**config.mk**
```make
export PLATFORM = sky130hd
export DESIGN_NAME = isi_frame_capture
export DESIGN_NICKNAME = d
export VERILOG_FILES = /design/src/rtl/isi_frame_capture.sv
export SDC_FILE = /design/constraint.sdc
export NUM_CORES = 1
export LEC_CHECK = 0
export ABC_AREA = 1
export BUFFER_PORTS_ARGS = -buffer_cell sky130_fd_sc_hd__clkbuf_2
export CAP_MARGIN = 25
export CELL_PAD_IN_SITES_DETAIL_PLACEMENT = 1
export CELL_PAD_IN_SITES_GLOBAL_PLACEMENT = 1
export CORE_MARGIN = 2
export CORE_UTILIZATION = 45
export CTS_CLUSTER_DIAMETER = 40
export DETAILED_ROUTE_END_ITERATION = 6
export GPL_TIMING_DRIVEN = 1
export PLACE_DENSITY = 0.81
export SETUP_SLACK_MARGIN = 0.02
export SKIP_LAST_GASP = 1
export SYNTH_ARGS = -nofsm -noshare
export SYNTH_HDL_FRONTEND = slang
export SYNTH_SLANG_ARGS = --single-unit
```
**constraint.sdc**
```tcl
create_clock -name in_clk -period 4 [get_ports in_clk]
set_clock_uncertainty 0.2 [all_clocks]
set_input_delay 0.2 -clock in_clk [delete_from_list [all_inputs] [get_ports in_clk]]
set_output_delay 0.2 -clock in_clk [all_outputs]
set_load 0.1 [all_outputs]
```
**src/rtl/isi_frame_capture.sv**
```systemverilog
// isi_frame_capture: image-sensor capture stage.
// On a start pulse it raises the frame request, stores NUM_PIX strobed pixels
// into an internal buffer and pulses out_ISI_finished for one cycle.
// Two independent registered read ports: processor readback and accelerator fetch.
// Optional feature macro: ISI_TIMEOUT_EN enables a strobe watchdog that aborts a
// stalled capture and raises the sticky out_error flag.
module isi_frame_capture #(
  parameter int PIX_W       = 9,
  parameter int NUM_PIX     = 64,
  parameter int ADDR_W      = 6,
  parameter int TIMEOUT_CYC = 1024
) (
  input  logic              in_clk,
  input  logic              in_rst,
  input  logic              in_ISI_start,
  input  logic              in_img_sensor_done,
  input  logic [PIX_W-1:0]  in_ISI_data_read,
  output logic              out_frame_capture,
  output logic              out_ISI_finished,
  input  logic [ADDR_W-1:0] in_proc_addr,
  output logic [PIX_W-1:0]  out_proc_data,
  input  logic [ADDR_W-1:0] in_acc_addr,
  output logic [PIX_W-1:0]  out_acc_data,
  output logic              out_busy,
  output logic              out_error
);

  typedef enum logic [1:0] {S_IDLE, S_CAPTURE, S_FINISH} state_t;

  state_t            r_state;
  logic [ADDR_W-1:0] r_wr_ptr;
  logic [PIX_W-1:0]  r_buf [NUM_PIX];

  logic w_wr_en;
  logic w_last;
  logic w_timeout;

  assign w_wr_en = (r_state == S_CAPTURE) && in_img_sensor_done;
  assign w_last  = (r_wr_ptr == ADDR_W'(NUM_PIX - 1));

`ifdef ISI_TIMEOUT_EN
  localparam int WD_W = (TIMEOUT_CYC > 1) ? $clog2(TIMEOUT_CYC) : 1;
  logic [WD_W-1:0] r_wd;
  logic            r_error;

  // Count consecutive strobe-less capture cycles; expiry aborts the frame.
  assign w_timeout = (r_state == S_CAPTURE) && !in_img_sensor_done &&
                     (r_wd == WD_W'(TIMEOUT_CYC - 1));

  // Watchdog counter and sticky error flag, cleared by an accepted start.
  always_ff @(posedge in_clk) begin
    if (in_rst) begin
      r_wd    <= '0;
      r_error <= 1'b0;
    end else if (r_state == S_IDLE && in_ISI_start) begin
      r_wd    <= '0;
      r_error <= 1'b0;
    end else if (r_state == S_CAPTURE) begin
      if (in_img_sensor_done || w_timeout) r_wd <= '0;
      else                                 r_wd <= r_wd + WD_W'(1);
      if (w_timeout) r_error <= 1'b1;
    end else begin
      r_wd <= '0;
    end
  end

  assign out_error = r_error;
`else
  assign w_timeout = 1'b0;
  assign out_error = 1'b0;
`endif

  // Capture FSM with registered control outputs.
  always_ff @(posedge in_clk) begin
    if (in_rst) begin
      r_state           <= S_IDLE;
      r_wr_ptr          <= '0;
      out_frame_capture <= 1'b0;
      out_ISI_finished  <= 1'b0;
      out_busy          <= 1'b0;
    end else begin
      out_ISI_finished <= 1'b0;
      case (r_state)
        S_IDLE: begin
          if (in_ISI_start) begin
            r_state           <= S_CAPTURE;
            r_wr_ptr          <= '0;
            out_frame_capture <= 1'b1;
            out_busy          <= 1'b1;
          end
        end
        S_CAPTURE: begin
          if (in_img_sensor_done) begin
            r_wr_ptr <= r_wr_ptr + ADDR_W'(1);
            if (w_last) begin
              // Last word: finished is high during the FINISH cycle.
              r_state           <= S_FINISH;
              out_frame_capture <= 1'b0;
              out_busy          <= 1'b0;
              out_ISI_finished  <= 1'b1;
            end
          end else if (w_timeout) begin
            r_state           <= S_IDLE;
            out_frame_capture <= 1'b0;
            out_busy          <= 1'b0;
          end
        end
        S_FINISH: r_state <= S_IDLE;
        default:  r_state <= S_IDLE;
      endcase
    end
  end

  // Pixel buffer; reset clears every word so a fresh frame reads back zeros.
  always_ff @(posedge in_clk) begin
    if (in_rst) begin
      for (int i = 0; i < NUM_PIX; i++) r_buf[i] <= '0;
    end else if (w_wr_en) begin
      r_buf[r_wr_ptr] <= in_ISI_data_read;
    end
  end

  // Registered read ports; same-cycle write is not visible (read-before-write).
  always_ff @(posedge in_clk) begin
    if (in_rst) begin
      out_proc_data <= '0;
      out_acc_data  <= '0;
    end else begin
      out_proc_data <= r_buf[in_proc_addr];
      out_acc_data  <= r_buf[in_acc_addr];
    end
  end

endmodule
```
==> impl_results.md, run 1 <==
- Slew headroom: 25.91%
- CP Class: flip-flop to flip-flop
- Peak VDD IR: 0.0004869 V
- Final Hold Fails: 0
- GRT Util Overall: 34.76%
- Wire per inst: 25.75 um
- Crit-path max FO: 10
- Min-Delay Endpoint: r_buf[21][4]
- Row cnt: 98
- Ports: 47
- Worst reg2reg path depth: 6
- Largest area contributor in the netlist: edfxtp_1
- Initial Util: 45.64%
- HPWL Detailed: 83100 um
- Leakage power: 0.01528 uW
- CP delay by family, top: simple AND/OR/NAND/NOR gates
- Flops & latches, synth: 604
- Die width: 274.0 um
- PD cells: 480.5 nW/um2
- Post-synth EDFFs: 576
- Drt first pass iters: 7
- Core footprint: 71850 um2
- CP Cell Sequence: clkinv_1 -> nor2_1 -> inv_1 -> nor2_2 -> nand2_2 -> nand2_1
- YS warnings: 0
- Maxcap violations: 0
- CP bufs+invs: 2
- CP max stage cell: nor2_2
- Synth area leaders: edfxtp_1, nand2_1, nand3_1, nor2_1, clkbuf_1
- Hold_sp: in_ISI_data_read[4]
- Area of the mapped netlist: 32800 um2
- Fillers: 8645
- Share of cells above drive strength 1: 9.247%
- TritonCTS Sinks: 604
- R2r setup slk: 0.70 ns
- Avg Vias per Cell: 6.142
- Via count: 31300
- Root Driver: clkbuf_16
- First-pass GRT wire length: 195400 um
- Top_reg_cell synth: edfxtp_1
- Die Footprint: 75050 um2
- Async set-or-reset flop fraction in the synthesized netlist: 0%
- Critical R2R Capture: r_buf[62][0]
- Total CTS buffers: 98
- Buffers on Ports: 45
- Post-CTS Resized: 0
- Htree depth: 3
- Max Fclk: 0.3028 GHz
- Synth Net Count: 4165
- CP Data Required Time: 4.10 ns
- CTS tree: done
- Synth top cells by count: nand2_1, nand3_1, nor2_1
- Vias in the first global route: 31290
- Most frequent cell after synthesis: nand2_1
- Initial antenna violation count: 3
- Post-synthesis cell type count: 24
- Slowest stage delay, CP: 0.65 ns
- Slew Viols, Final: 0
- Endpoints failing setup: 0
- R2r startpoint: r_wr_ptr[3]
- Worst-Margin Slew: 1.111 ns
- Grt total ovfl: 0
- Critical path arrival: 3.40 ns
- Final wirelength: 131200 um
- Seq/Total Area, Yosys: 54.45%
- Worst hold slack: 0.07483 ns
- Final ANT Viol Nets: 0
- Fin crit share: 82.56%
- Crit. End Element: flip-flop
- Post-synthesis cell count: 4139
- DRC Markers: 0
- Clock transition at path regs: 0.06 ns
- Minimum clock period: 3.302 ns
- Total negative slack: 0 ns
- Hold depth: 3
- Chip height: 274.0 um
- Setup crit start kind: flip-flop
- Area Overhead vs Synth: 13.76%
- Pin count of the biggest net entering global routing: 118
- Outcome: finished clean
- Avg Cell Area, Syn: 7.923 um2
- Gp weighted congestion: 0.9268
- Hold WC Path Type: input port to flip-flop
- RSZ-0062 raised after global routing: false
- Nets: 4088
- DRT iter0 DRCs: 3694
- Later-pin clock latency in the skew report: 0.67 ns
- Top cell type's share of synthesized area: 52.74%
- Clock buffer depth: 3
==> logic make-up (layout without fill, tap and decap cells) <==
| family | count (synthesis) | count (layout) | synth area share (%) |
|---|---|---|---|
| adder cells (fa/ha/maj) | 1 | 1 | 0.03815 |
| AO/OA/AOI/OAI | 29 | 29 | 0.4578 |
| AND/OR/NAND/NOR | 3160 | 3160 | 40.86 |
| other | 1 | 4 | 0.01143 |
| flip-flops | 604 | 604 | 54.45 |
| buffers and inverters | 344 | 347 | 4.185 |
==> layout by cell type (no fill, tap or decap), drive strengths merged, types with 3 or more instances in the layout <==
cell | netlist | layout
bufinv | 0 | 9
nand2 | 1583 | 1583
o21ai | 3 | 3
dfxtp | 28 | 28
dlygate4sd3 | 0 | 12
edfxtp | 576 | 576
nor3 | 8 | 8
clkinv | 8 | 39
nor2 | 586 | 586
nand3 | 973 | 973
nor4 | 9 | 9
clkinvlp | 0 | 7
diode | 0 | 3
inv | 25 | 50
a21oi | 24 | 24
buf | 123 | 83
clkbuf | 188 | 147
==> flip-flops by register name, summed over array words and instances, names as in the netlist <==
name and count:
out_proc_data 9, r_buf 576, out_ISI_finished 1, r_wr_ptr 6, out_busy 1, r_state 2, out_acc_data 9
==> power breakdown <==
group	total, uW	internal [uW]	switching [uW]
logic	1980	448	1540
registers	7300	7140	162
clock network	8640	5240	3400
==> timing repair <==
item	CTS	global route
endpoints found under the setup margin	0	0
setup buffers	0	0
hold buffers	12	0
hold endpoints to repair	93	0
==> worst register-to-register path: stages (launching register included) <==
cell      delay [ns]
dfxtp_1         0.61
clkinv_1        0.41
nor2_1          0.26
inv_1           0.11
nor2_2          0.65
nand2_2         0.29
nand2_1         0.41
==> worst max-delay path by stage <==
stage / startpoint / endpoint / slack (ns) / cells past startpoint
2_1_floorplan: r_state[0] / r_buf[0][0] / 1.67 / 8
3_3_place_gp: r_wr_ptr[3] / r_buf[62][3] / 0.91 / 6
3_5_place_dp: r_wr_ptr[3] / r_buf[62][6] / 0.79 / 6
4_1_cts: r_wr_ptr[3] / r_buf[62][6] / 0.76 / 6
5_1_grt: r_wr_ptr[3] / r_buf[62][6] / 0.55 / 6
6_report: r_wr_ptr[3] / r_buf[62][0] / 0.70 / 6
==> cell type report <==
cell class | instances | area, um2 | area share (%)
Sequential cell | 604 | 17860 | 47.86
Tap cell | 950 | 1189 | 3.186
Multi-Input combinational cell | 3191 | 13570 | 36.37
Clock inverter | 72 | 779.5 | 2.089
Timing Repair Buffer | 134 | 1224 | 3.280
Inverter | 33 | 148.9 | 0.3991
Antenna cell | 3 | 7.507 | 0.02012
Clock buffer | 108 | 2532 | 6.788
==> metal layers <==
metal / vias to the layer above / global-route usage (%) / share of wire [%]
met5: - / 0 / 0
met4: 0 / 18.22 / 5.5
met3: 428 / 6.603 / 9.5
met2: 1677 / 56.03 / 46
met1: 15510 / 44.53 / 39
li1: 13680 / - / -
==> per-stage QoR <==
step                      utilization [%]  area (um2)  total power, uW  instances  setup WS (ns)
final                               51.92       37310            17930       5095         0.6976
after global placement              47.14       33870             9282       4900         0.9091
after CTS                           51.91       37300            17910       5092         0.7591
after floorplan                         -       32800             8551       4139          1.671
after detailed placement            47.14       33870             9326       4900         0.7865
after global routing                51.92       37310            18350       5095         0.5517
(Power assumes the default switching activity.)
==> inputs of run 2 (changes only) <==
--- a/config.mk
+++ b/config.mk
@@ -5,7 +5,7 @@
 export SDC_FILE = /design/constraint.sdc
 export NUM_CORES = 1
 export LEC_CHECK = 0
-export ABC_AREA = 1
+export ABC_AREA = 0
 export BUFFER_PORTS_ARGS = -buffer_cell sky130_fd_sc_hd__clkbuf_2
 export CAP_MARGIN = 25
 export CELL_PAD_IN_SITES_DETAIL_PLACEMENT = 1
@@ -15,7 +15,7 @@
 export CTS_CLUSTER_DIAMETER = 40
 export DETAILED_ROUTE_END_ITERATION = 6
 export GPL_TIMING_DRIVEN = 1
-export PLACE_DENSITY = 0.81
+export PLACE_DENSITY = 0.74
 export SETUP_SLACK_MARGIN = 0.02
 export SKIP_LAST_GASP = 1
 export SYNTH_ARGS = -nofsm -noshare
==> constraint.sdc (replaced) <==
create_clock -name in_clk -period 3.2 [get_ports in_clk]
set_clock_uncertainty 0.2 [all_clocks]
set_input_delay 0.16 -clock in_clk [delete_from_list [all_inputs] [get_ports in_clk]]
set_output_delay 0.16 -clock in_clk [all_outputs]
set_load 0.1 [all_outputs]
==> run 2 against run 1 <==
  * Worst setup slack worse by 0.31 ns
  * Clock power up 35%
  * Combinational power up 18%
  * Design area up 1.6%
  * Power up 30%
  * Sequential power up 28%
  * Utilization up 1.2 points
  * Die area down 1.1%
  * Synthesized area down 1.2%
  * Critical path type unchanged
  * Largest cell class unchanged
==> impl_results.md, run 2 <==
- Chip height: 272.4 um (was 274.0 um)
- Avg Vias per Cell: 6.442 (was 6.142)
- Worst-Margin Slew: 1.064 ns (was 1.111 ns)
- Hold WC Path Type: input port to flip-flop (unchanged)
- Final Hold Fails: 0 (unchanged)
- Clock buffer depth: 3 (unchanged)
- Comb power frac: 10.0% (was 11.1%)
- DRC Markers: 0 (unchanged)
- Final Util: 53.11% (was 51.92%)
- PD cells: 614.7 nW/um2 (was 480.5 nW/um2)
- Core footprint: 71360 um2 (was 71850 um2)
- CP max stage cell: dfxtp_1 (was nor2_2)
- Post-synthesis cell type count: 71 (was 24)
- Pin count of the biggest net entering global routing: 65 (was 118)
- Vias in the first global route: 22490 (was 31290)
- Avg Cell Area, Syn: 14.76 um2 (was 7.923 um2)
- CTS tree: done (unchanged)
- Power Total: 23300 uW (was 17930 uW)
- Wire per inst: 33.41 um (was 25.75 um)
- TritonCTS Sinks: 604 (unchanged)
- Ports: 47 (unchanged)
- Grt total ovfl: 0 (unchanged)
- Root Driver: clkbuf_16 (unchanged)
- RSZ-0062 raised after global routing: false (unchanged)
- Pre-CTS WS: 0.3447 ns (was 0.7865 ns)
- CP most frequent cell: buf_4
- Biggest regs: r_buf (576), out_acc_data (9), out_proc_data (9) (unchanged)
- Leakage power: 0.01376 uW (was 0.01528 uW)
- Outcome: finished clean (unchanged)
- YS warnings: 0 (unchanged)
- Minimum clock period: 2.809 ns (was 3.302 ns)
- Cell Int Power: 17400 uW (was 12830 uW)
- Gp weighted congestion: 0.9960 (was 0.9268)
- Most frequent cell after synthesis: edfxtp_1 (was nand2_1)
- HPWL Detailed: 75790 um (was 83100 um)
- Biggest register: r_buf (unchanged)
- Post-synth EDFFs: 576 (unchanged)
- Later-pin clock latency in the skew report: 0.67 ns (about the same)
- Initial Util: 45.42% (was 45.64%)
- Max FFs per register: 576 (unchanged)
- Async set-or-reset flop fraction in the synthesized netlist: 0% (unchanged)
- Slew headroom: 29.10% (was 25.91%)
- Switching share of total power: 25.31% (was 28.43%)
- Synth top cells by count: edfxtp_1, and2_1, mux4_2 (was nand2_1, nand3_1, nor2_1)
- Commonest non-fill, non-tap cells in the layout: edfxtp_1, and2_1, mux4_2 (was nand2_1, nand3_1, nor2_1)
- First-pass GRT wire length: 163000 um (was 195400 um)
- Htree depth: 3 (unchanged)
- Peak VDD IR: 0.0004613 V (was 0.0004869 V)
- Buffers on Ports: 45 (unchanged)
- Initial antenna violation count: 4 (was 3)
- Slowest stage delay, CP: 0.45 ns (was 0.65 ns)
- Clk network pwr share: 50.0% (was 48.2%)
- Synth Net Count: 2222 (was 4165)
- Ant diodes: 0 (was 3)
- Final ANT Viol Nets: 0 (unchanged)
- Max Fclk: 0.3560 GHz (was 0.3028 GHz)
- Flops & latches, synth: 604 (unchanged)
- Maxcap violations: 0 (unchanged)
- Slew Viols, Final: 0 (unchanged)
- Top cell type's share of synthesized area: 53.36% (was 52.74%)
- DRT iter0 DRCs: 2630 (was 3694)
- Area of the mapped netlist: 32410 um2 (was 32800 um2)
- Sequential share of power: 40.0% (was 40.7%)
- Total negative slack: 0 ns (unchanged)
- CP Data Required Time: 3.32 ns (was 4.10 ns)
- Clock transition at path regs: 0.05 ns (was 0.06 ns)
- Critical path arrival: 2.93 ns (was 3.40 ns)
- Area Overhead vs Synth: 16.93% (was 13.76%)
- Share of cells above drive strength 1: 30.15% (was 9.247%)
- Total CTS buffers: 100 (was 98)
- Psw: 5896 uW (was 5097 uW)
- Total area of sequential cells: 17860 um2 (unchanged)
- Nets: 2352 (was 4088)
- Area taken by multi-input logic gates: 13500 um2 (was 13570 um2)
- Via count: 21650 (was 31300)
- Synth area leaders: edfxtp_1, mux4_2, and2_1, mux2i_1, dfxtp_1 (was edfxtp_1, nand2_1, nand3_1, nor2_1, clkbuf_1)
- Final wirelength: 112300 um (was 131200 um)
- Finished Layout Cells: 3361 (was 5095)
- Dpl cells: 3162 (was 4900)
- Row cnt: 98 (unchanged)
- Crit. End Element: flip-flop (unchanged)
- Largest area contributor in the netlist: edfxtp_1 (unchanged)
- GRT Util Overall: 30.57% (was 34.76%)
- Die Footprint: 74200 um2 (was 75050 um2)
- Endpoints failing setup: 0 (unchanged)
- Commonest non-fill, non-tap cell in the layout: edfxtp_1 (was nand2_1)
- Top_reg_cell synth: edfxtp_1 (unchanged)
- Die width: 272.4 um (was 274.0 um)
- Post-synthesis cell count: 2196 (was 4139)
- Post-CTS Resized: 0 (unchanged)
- Fin crit share: 87.79% (was 82.56%)
- CP Class: flip-flop to flip-flop (unchanged)
- Fillers: 6804 (was 8645)
- Crit-path max FO: 14 (was 10)
- CP Cell Sequence: nand3b_1 -> nor3_1 -> buf_4 -> nand2_1 -> nor2_1 -> buf_4 -> or2_2 (was clkinv_1 -> nor2_1 -> inv_1 -> nor2_2 -> nand2_2 -> nand2_1)
- Drt first pass iters: 6 (was 7)
- Seq/Total Area, Yosys: 55.09% (was 54.45%)
- Post-route worst setup slack: 0.3907 ns (was 0.6976 ns)
- Setup crit start kind: flip-flop (unchanged)
-- run 2: cell types whose count changed after synthesis, sizes merged, moves of 34 or more --
cell | before | now
nand2 | 1583 | 64
nand3 | 973 | 12
and2 | 0 | 564
nor2 | 586 | 95
mux4 | 0 | 279
clkbuf | 188 | 96
mux2i | 0 | 70
or2 | 0 | 70
buf | 123 | 89
-- run 2: final timing paths --
check / from / endpoint / slack [ns] / cells past startpoint
setup reg to reg: r_state[0] / r_buf[20][6] / 0.39 / 7
setup / recovery: r_state[0] / r_buf[20][6] / 0.39 / 7
hold / removal: in_acc_addr[3] / out_acc_data[4] / 0.06 / 4
hold reg to reg: r_state[1] / r_state[1] / 0.36 / 1
-- run 2: final cells by class --
class	count	area share, %
clock buffers	110	6.982
flip-flops and latches	604	47.11
repair buffers	214	4.513
inverters	5	0.04952
multi-input cells	1401	35.61
clock inverters	77	2.598
well taps	950	3.136
-- run 2: layer usage --
layer / share of wire, % / global-route usage [%] / up-vias
li1: - / - / 8702
met1: 38 / 41.27 / 11430
met2: 47 / 48.31 / 1277
met3: 10 / 6.497 / 240
met4: 4.2 / 12.67 / 4
met5: 0.027 / 0 / -
-- run 2: repair_timing --
item	in CTS	in global routing
setup endpoints to repair	0	0
hold buffers	10	1
endpoints found under the hold margin	34	4
buffers inserted	0	0
-- run 2: worst max-delay path, delay by kind of cell (launching register included) --
kind                   cells  cell delay [ns]
buffers and inverters      2             0.48
DFF                        1             0.45
and+or+nand+nor            5             1.31
-- run 2: power by group through the flow --
stage / registers (uW) / logic (uW) / clock network (uW)
CTS: 9290 / 2300 / 11700
global route: 9330 / 2400 / 12000
finish: 9310 / 2330 / 11700
floorplan: 9480 / 1340 / 0
detailed placement: 9440 / 2270 / 0
global placement: 9400 / 2230 / 0
-- run 2: logic make-up after synthesis --
kind of cell	count (synthesis)	synth area share, %
multiplexers	368	22.49
AND/OR/NAND/NOR	876	15.69
adder cells (fa/ha/maj)	1	0.03859
flip-flops	604	55.09
other	1	0.01157
AO/OA/AOI/OAI	150	3.258
XOR/XNOR	5	0.1351
buffers and inverters	191	3.281
-- run 2: metrics by stage --
step | hold WS [ns] | cell area (um2)
floorplan | 0.1452 | 32410
global placement | 0.2724 | 34130
detailed placement | 0.2834 | 34140
CTS | 0.03083 | 37870
global route | 0.08771 | 37900
finish | 0.06385 | 37900
